File: config.mk
export PLATFORM = sky130hd
export DESIGN_NAME = led_pattern_arbiter
export DESIGN_NICKNAME = d
export VERILOG_FILES = /design/src/rtl/led_pattern_arbiter.sv
export SDC_FILE = /design/constraint.sdc
export NUM_CORES = 1
export LEC_CHECK = 0
export CORE_MARGIN = 2
export CORE_UTILIZATION = 55
export DETAILED_ROUTE_END_ITERATION = 16
export MAX_ROUTING_LAYER = met4
export PLACE_DENSITY = 0.89
export SYNTH_ARGS = -nofsm -noshare
export SYNTH_HDL_FRONTEND = slang
export SYNTH_SLANG_ARGS = --single-unit
File: constraint.sdc
create_clock -name osc_clk -period 2.5 [get_ports osc_clk]
set_clock_uncertainty 0.2 [all_clocks]
set_input_delay 0.5 -clock osc_clk [delete_from_list [all_inputs] [get_ports osc_clk]]
set_output_delay 0.5 -clock osc_clk [all_outputs]
set_load 0.05 [all_outputs]
File: src/rtl/led_pattern_arbiter.sv
// Three-requester fixed-priority LED arbiter with a minimum-hold preemption rule.
// The owner's live pattern and mode are rendered onto a 4-bit LED bank, stepped by a prescaled tick.
module led_pattern_arbiter #(
    parameter int unsigned TICK_DIV = 112_500_000,
    parameter int unsigned MIN_HOLD = 4
) (
    input  logic        osc_clk,
    input  logic        rst,
    input  logic [2:0]  req,
    input  logic [11:0] pat,
    input  logic [5:0]  mode,
    output logic [2:0]  gnt,
    output logic [3:0]  led,
    output logic        tick
);

    localparam int unsigned     CW       = $clog2(TICK_DIV);
    localparam logic [CW-1:0]   LAST     = CW'(TICK_DIV - 1);
    localparam logic [3:0]      HOLD_MAX = 4'(MIN_HOLD);

    typedef enum logic {
        IDLE,
        OWN
    } state_t;

    state_t        state;
    logic [CW-1:0] count;
    logic [3:0]    hold;
    logic [1:0]    phase;

    logic [2:0]    top_gnt;
    logic          owner_kept;
    logic          higher_req;
    logic [3:0]    own_pat;
    logic [1:0]    own_mode;
    logic [3:0]    led_next;

    // tick rises in the cycle after the count sits on its last value
    always_ff @(posedge osc_clk) begin
        if (rst) begin
            count <= '0;
            tick  <= 1'b0;
        end else begin
            tick  <= (count == LAST);
            count <= (count == LAST) ? '0 : count + 1'b1;
        end
    end

    always_comb begin
        top_gnt = 3'b000;
        if (req[2])      top_gnt = 3'b100;
        else if (req[1]) top_gnt = 3'b010;
        else if (req[0]) top_gnt = 3'b001;
    end

    assign owner_kept = |(req & gnt);
    assign higher_req = (gnt[0] && (req[2] || req[1])) || (gnt[1] && req[2]);

    // A grant change always restarts hold and phase, even on a tick cycle
    always_ff @(posedge osc_clk) begin
        if (rst) begin
            state <= IDLE;
            gnt   <= 3'b000;
            hold  <= 4'd0;
            phase <= 2'd0;
        end else begin
            case (state)
                IDLE: begin
                    if (|req) begin
                        state <= OWN;
                        gnt   <= top_gnt;
                        hold  <= 4'd0;
                        phase <= 2'd0;
                    end
                end
                OWN: begin
                    if (!owner_kept) begin
                        state <= (|req) ? OWN : IDLE;
                        gnt   <= top_gnt;
                        hold  <= 4'd0;
                        phase <= 2'd0;
                    end else if (higher_req && (hold >= HOLD_MAX)) begin
                        gnt   <= top_gnt;
                        hold  <= 4'd0;
                        phase <= 2'd0;
                    end else if (tick) begin
                        if (hold < HOLD_MAX) hold <= hold + 4'd1;
                        phase <= phase + 2'd1;
                    end
                end
                default: begin
                    state <= IDLE;
                    gnt   <= 3'b000;
                    hold  <= 4'd0;
                    phase <= 2'd0;
                end
            endcase
        end
    end

    always_comb begin
        own_pat  = 4'b0000;
        own_mode = 2'b00;
        case (gnt)
            3'b001: begin own_pat = pat[3:0];  own_mode = mode[1:0]; end
            3'b010: begin own_pat = pat[7:4];  own_mode = mode[3:2]; end
            3'b100: begin own_pat = pat[11:8]; own_mode = mode[5:4]; end
            default: begin own_pat = 4'b0000; own_mode = 2'b00; end
        endcase
    end

    // Solid, blink, chase (rotate left by phase), alternate
    always_comb begin
        led_next = own_pat;
        case (own_mode)
            2'b00: led_next = own_pat;
            2'b01: led_next = phase[0] ? 4'b0000 : own_pat;
            2'b10: begin
                case (phase)
                    2'd0:    led_next = own_pat;
                    2'd1:    led_next = {own_pat[2:0], own_pat[3]};
                    2'd2:    led_next = {own_pat[1:0], own_pat[3:2]};
                    default: led_next = {own_pat[0], own_pat[3:1]};
                endcase
            end
            default: led_next = phase[0] ? ~own_pat : own_pat;
        endcase
    end

    always_ff @(posedge osc_clk) begin
        if (rst) led <= 4'b0000;
        else     led <= (gnt == 3'b000) ? 4'b0000 : led_next;
    end

endmodule

# Yosys cells after proc, flatten, opt, wreduce, memory -nomap -nowiden
# Index checks and enable logic that the tools add are counted.
[totals] regBits=42 input_bits=23 out_inout_bits=8 word_cells=69
[classes] n_addsub=3 magnitude_cmp=2 n_eq_ne=12 muxes=27 bitwise_logic=3 reduce_logical=15
[op_table] cell="case mux 4 bit (3 select lines)" count=3
[op_table] cell="two-way mux 4 bit" count=7
[op_table] cell="adder 27 x 1 -> 27 bit, second input constant" count=1
[op_table] cell="== test 27 bit, second input constant" count=1
[op_table] cell="two-way mux 3 bit" count=4
[op_table] cell="two-way mux 2 bit" count=5
[op_table] cell="case mux 4 bit (2 select lines)" count=1
[op_table] cell="case mux 2 bit (3 select lines)" count=1
[op_table] cell="case mux 3 bit (2 select lines)" count=1
[op_table] cell="OR reduction 3 bit" count=2
[op_table] cell="adder 4 x 1 -> 4 bit, second input constant" count=1
[op_table] cell="== test 2 x 1 -> 1 bit, second input constant" count=2
[op_table] cell="== test 2 bit, second input constant" count=2
[op_table] cell=">= comparator 4 x 3 -> 1 bit, second input constant" count=1
[op_table] cell="logical NOT 2 bit" count=2
[op_table] cell="less-than comparator 4 x 3 -> 1 bit, second input constant" count=1
[op_table] cell="!= test 4 x 2 -> 1 bit, second input constant" count=1
[op_table] cell="!= test 4 x 3 -> 1 bit, second input constant" count=1
[op_table] cell="inverter 4 bit" count=1
[op_table] cell="case mux 2 bit (2 select lines)" count=1
[op_table] cell="AND reduction 2 bit" count=2
[op_table] cell="OR reduction 2 bit" count=2
[op_table] cell="AND 3 bit" count=1
[op_table] cell="== test 3 x 1 -> 1 bit, second input constant" count=1
[op_table] cell="12 further kinds" count=17

# Logic depth before layout (Yosys ltp)
[logic_depth] word_depth=7 ltp_mapped=7 depth_no_buf=6

# Worst setup path after synthesis
# OpenSTA, ideal clock, no wires.
[synth_path] path_type="reg-to-reg" start="register gnt[2]" end="register led[3]" setup_time_ns=0.117 t_arrival_ns=2.020 required_ns=2.183 path_slack_ns=0.164 path_stages_with_launch=7 path_buffers=1 synth_period_minus_slack_ns=2.336 path_cell_list="dfxtp_1 buf_2 nor2_1 a221o_1 a222oi_1 a21oi_1 a22o_1"
[synth_between] elab_chain_cells=5 elab_cells_between_ends=15 cone_classes="eq/ne (5); mux (6); bitwise (1); reduce/logical (3)"
[synth_rtl] item="start, declared" line="12" text="output logic [2:0] gnt,"
[synth_rtl] item="start signal, assigned" line="71" text="gnt <= top_gnt;"
[synth_rtl] item="start signal, assigned" line="79" text="gnt <= top_gnt;"
[synth_rtl] item="start signal, assigned" line="83" text="gnt <= top_gnt;"
[synth_rtl] item="branches (longest 5 deep; another with case mux 4 bit (3 select lines))"
[synth_rtl] item="end signal, assigned" line="132" text="else led <= (gnt == 3'b000) ? 4'b0000 : led_next;"
[synth_rtl] item="end, declared" line="13" text="output logic [3:0] led,"
# Several ways; the timed one is not identified.
# A chain may end at the register's enable or synchronous reset.

# Worst setup path in the final report
[layout_path] start="register gnt[2]" end="output gnt[2]"
# No word-level cell between the ends.

==> flow_summary.toml <==
[outcome]
status = "finished clean"

[global_routing]
grt_max_degree = 28
grt.overflow.total = 0
grtUsageTotal = 0.2277
grt_pass1_vias = 2033
grt_first_pass_wirelength_um = 8721
antenna_found_initial = 0

[hold_path]
whs_path_depth = 1
worstHoldPathType = "reg2reg"
hp-start = "count[0]"
hold-path-endpoint = "count[0]"

[worst_setup_path]
r2r_slack_ps = 210
r2r-start = "gnt[0]"
critPathKind = "reg2out"
cpMaxStageDelayCell = "clkdlybuf4s50_1"
cp.required_ps = 1800
cp_max_fo = 8
cp_top_family = "buffers and inverters"
crit_path_end_kind = "output port"
path_cells = "clkdlybuf4s50_1"
critPathArrivalTime_ps = 1620
max_stage_delay_ps = 850
cp-start-kind = "flip-flop"
r2r_cells = 5
crit_buf_inv = 1
rr_endpoint = "led[3]"

[synth]
syn_area_per_cell_sq_um = 8.946
seq_area_frac_synth = 0.3615
synthDistinctLibCells = 44
syn_nets = 293
synthCells = 260
yosys_warnings = 0
synth_top_cell_by_area = "dfxtp_1"
synth_top_area_share = 0.3615
synth_ff_type = "dfxtp_1"
synth_area_sq_um = 2326
async_reset_ff_frac = 0
ys_ff_latch = 42
ys_top_cells_by_area = "dfxtp_1 (36%), xnor2_1 (6.0%), nor2_1 (5.8%), ha_1 (5.4%), xor2_1 (3.8%)"
synth_edf_count = 0

[sta]
period_share = 0.9298
setup_slack_ps = 175.5
holdWs_ps = 245.7
setup_violations = 0
max_freq_ghz = 0.4302
rsz0062_at_grt = "no"
tightest_slew_ps = 777.3
slew_headroom = 0.4778
finalHoldViolations = 0
finalCriticalPeriod_ps = 2324
drv_slew = 0

[routing]
route.met3.wl_um = 114
firstDrtPassIters = 4
drc = 0
dr_total_vias = 2056
top_layer_used = "met4"
wl_per_cell_um = 15.18
vias_per_cell = 5.841
wl_met2_um = 2796
drtIter0Drc = 107
ant_nets = 0
wl_met1_um = 2312
wl_um = 5345

[clock_tree]
htree_num_levels = 2
cts_root_buf = "clkbuf_8"
post_cts_buffers = 0
cts_tree = "done"
clock-sinks = 42
clk_path_buf_depth = 2
clk_latency_ps = 300
clk_pin_slew_ps = 80
numCtsBuffers = 5

[floorplan]
die_x_um = 69.03
start_util = 0.5773
fp.dieH_um = 69.03
core_sq_um = 4029
die-area_sq_um = 4765
std_cell_rows = 23
ios = 31

[power_and_ir_drop]
leakage_nw = 1.050
irDropWorstVdd_mv = 0.4232
power_density_nw_per_um2 = 465.1

[finish]
postLayoutCoreUtil = 0.7065
diodes = 0
drive_gt1_frac = 0.1291
instances_no_fill = 352
seqCellArea_sq_um = 840.8
layout.nets = 334
fill_cells = 294
multi_input_area_sq_um = 1435
area_growth_pct = 22.38
design_area_sq_um = 2846

[place]
dp_slack_ps = -24.15
placed_cells = 343
place_hpwl_um = 3720
placedInstanceArea_sq_um = 2723
io_buffers = 30
gp_congestion = 0.8241

[flow_run]
cap_violations = 0
==> metrics by stage <==
step | total power, mW | TNS (ps)
after detailed placement | 0.8741 | -71.24
after global placement | 0.8695 | 0
after global routing | 1.374 | 0
final | 1.324 | 0
after CTS | 1.327 | 0
after floorplan | 0.8032 | 0
==> layer usage <==
layer,global-route usage,vias up
li1,-,1025
met1,0.2546,993
met2,0.3814,25
met3,0.05848,13
met4,0.1024,0
met5,-,-
==> layout by cell type, fill, tap and decap left out, types with 2 or more instances in the layout <==
cell and n:
a21oi_1 4, a221o_1 4, a222oi_1 5, and2_1 8, and3_1 8, and4_1 4, buf_4 12, clkbuf_8 6
clkdlybuf4s50_1 28, dfxtp_1 42, ha_1 10, inv_1 8, mux2i_1 4, nand2_1 17, nand2b_1 2, nand3_1 10
nand4_1 7, nor2_1 36, nor2_2 5, nor3_1 6, nor3_2 4, nor4b_1 3, nor4bb_1 8, o21ai_0 5
o22ai_1 6, o2bb2ai_1 3, o31ai_4 2, or4_1 2, xnor2_1 16, xor2_1 10
==> synthesized netlist by cell type (all sizes together), types with 8 or more instances <==
library cell / count
and3: 8
ha: 10
nor4bb: 8
inv: 8
nand4: 8
nand2: 17
nor3: 11
and2: 8
dfxtp: 42
nand3: 10
nor2: 41
xnor2: 16
xor2: 10
==> flip-flops by register name, summed over array words and instances (netlist names) <==
name	count
state	1
phase	2
tick	1
led	4
gnt	3
hold	4
count	27
==> final cells by class <==
class,count,share of cell area
sequential,42,0.2954
multi-input combinational,203,0.5042
clock buffer,6,0.02901
timing repair buffer,41,0.1345
clock inverter,2,0.004396
inverter,8,0.01055
tap,50,0.02198
==> how the worst max path moves through the flow <==
stage	from	end	slack, ps	cells after the start
floorplan	gnt[2]	led[3]	160	6
global placement	req[2]	hold[1]	40	6
detailed placement	count[16]	count[22]	-20	4
CTS	gnt[0]	gnt[0]	30	1
global route	gnt[0]	led[3]	5	5
finish	gnt[2]	gnt[2]	180	1
==> power by group <==
group / internal, mW / leakage [nW] / switching, mW
Combinational: 0.0863 / 0.663 / 0.0862
Clock: 0.222 / 0.0472 / 0.240
Sequential: 0.678 / 0.340 / 0.0117
==> repair_timing <==
action | 4_1_cts | 5_1_grt
gates cloned | 0 | 1
hold buffers | 0 | 0
pin swaps | 1 | 0
setup endpoints to repair | 20 | 32
resized for setup | 0 | 3
hold endpoints to repair | 0 | 0
==> cell families after synthesis <==
family,Yosys count,share of synthesized area
simple gates,127,0.3131
flops,42,0.3615
compound gates,35,0.1237
xor+xnor,26,0.09790
buf+inv,16,0.03282
fa+ha+maj,10,0.05379
mux,4,0.01721
(Power assumes the default switching activity.)
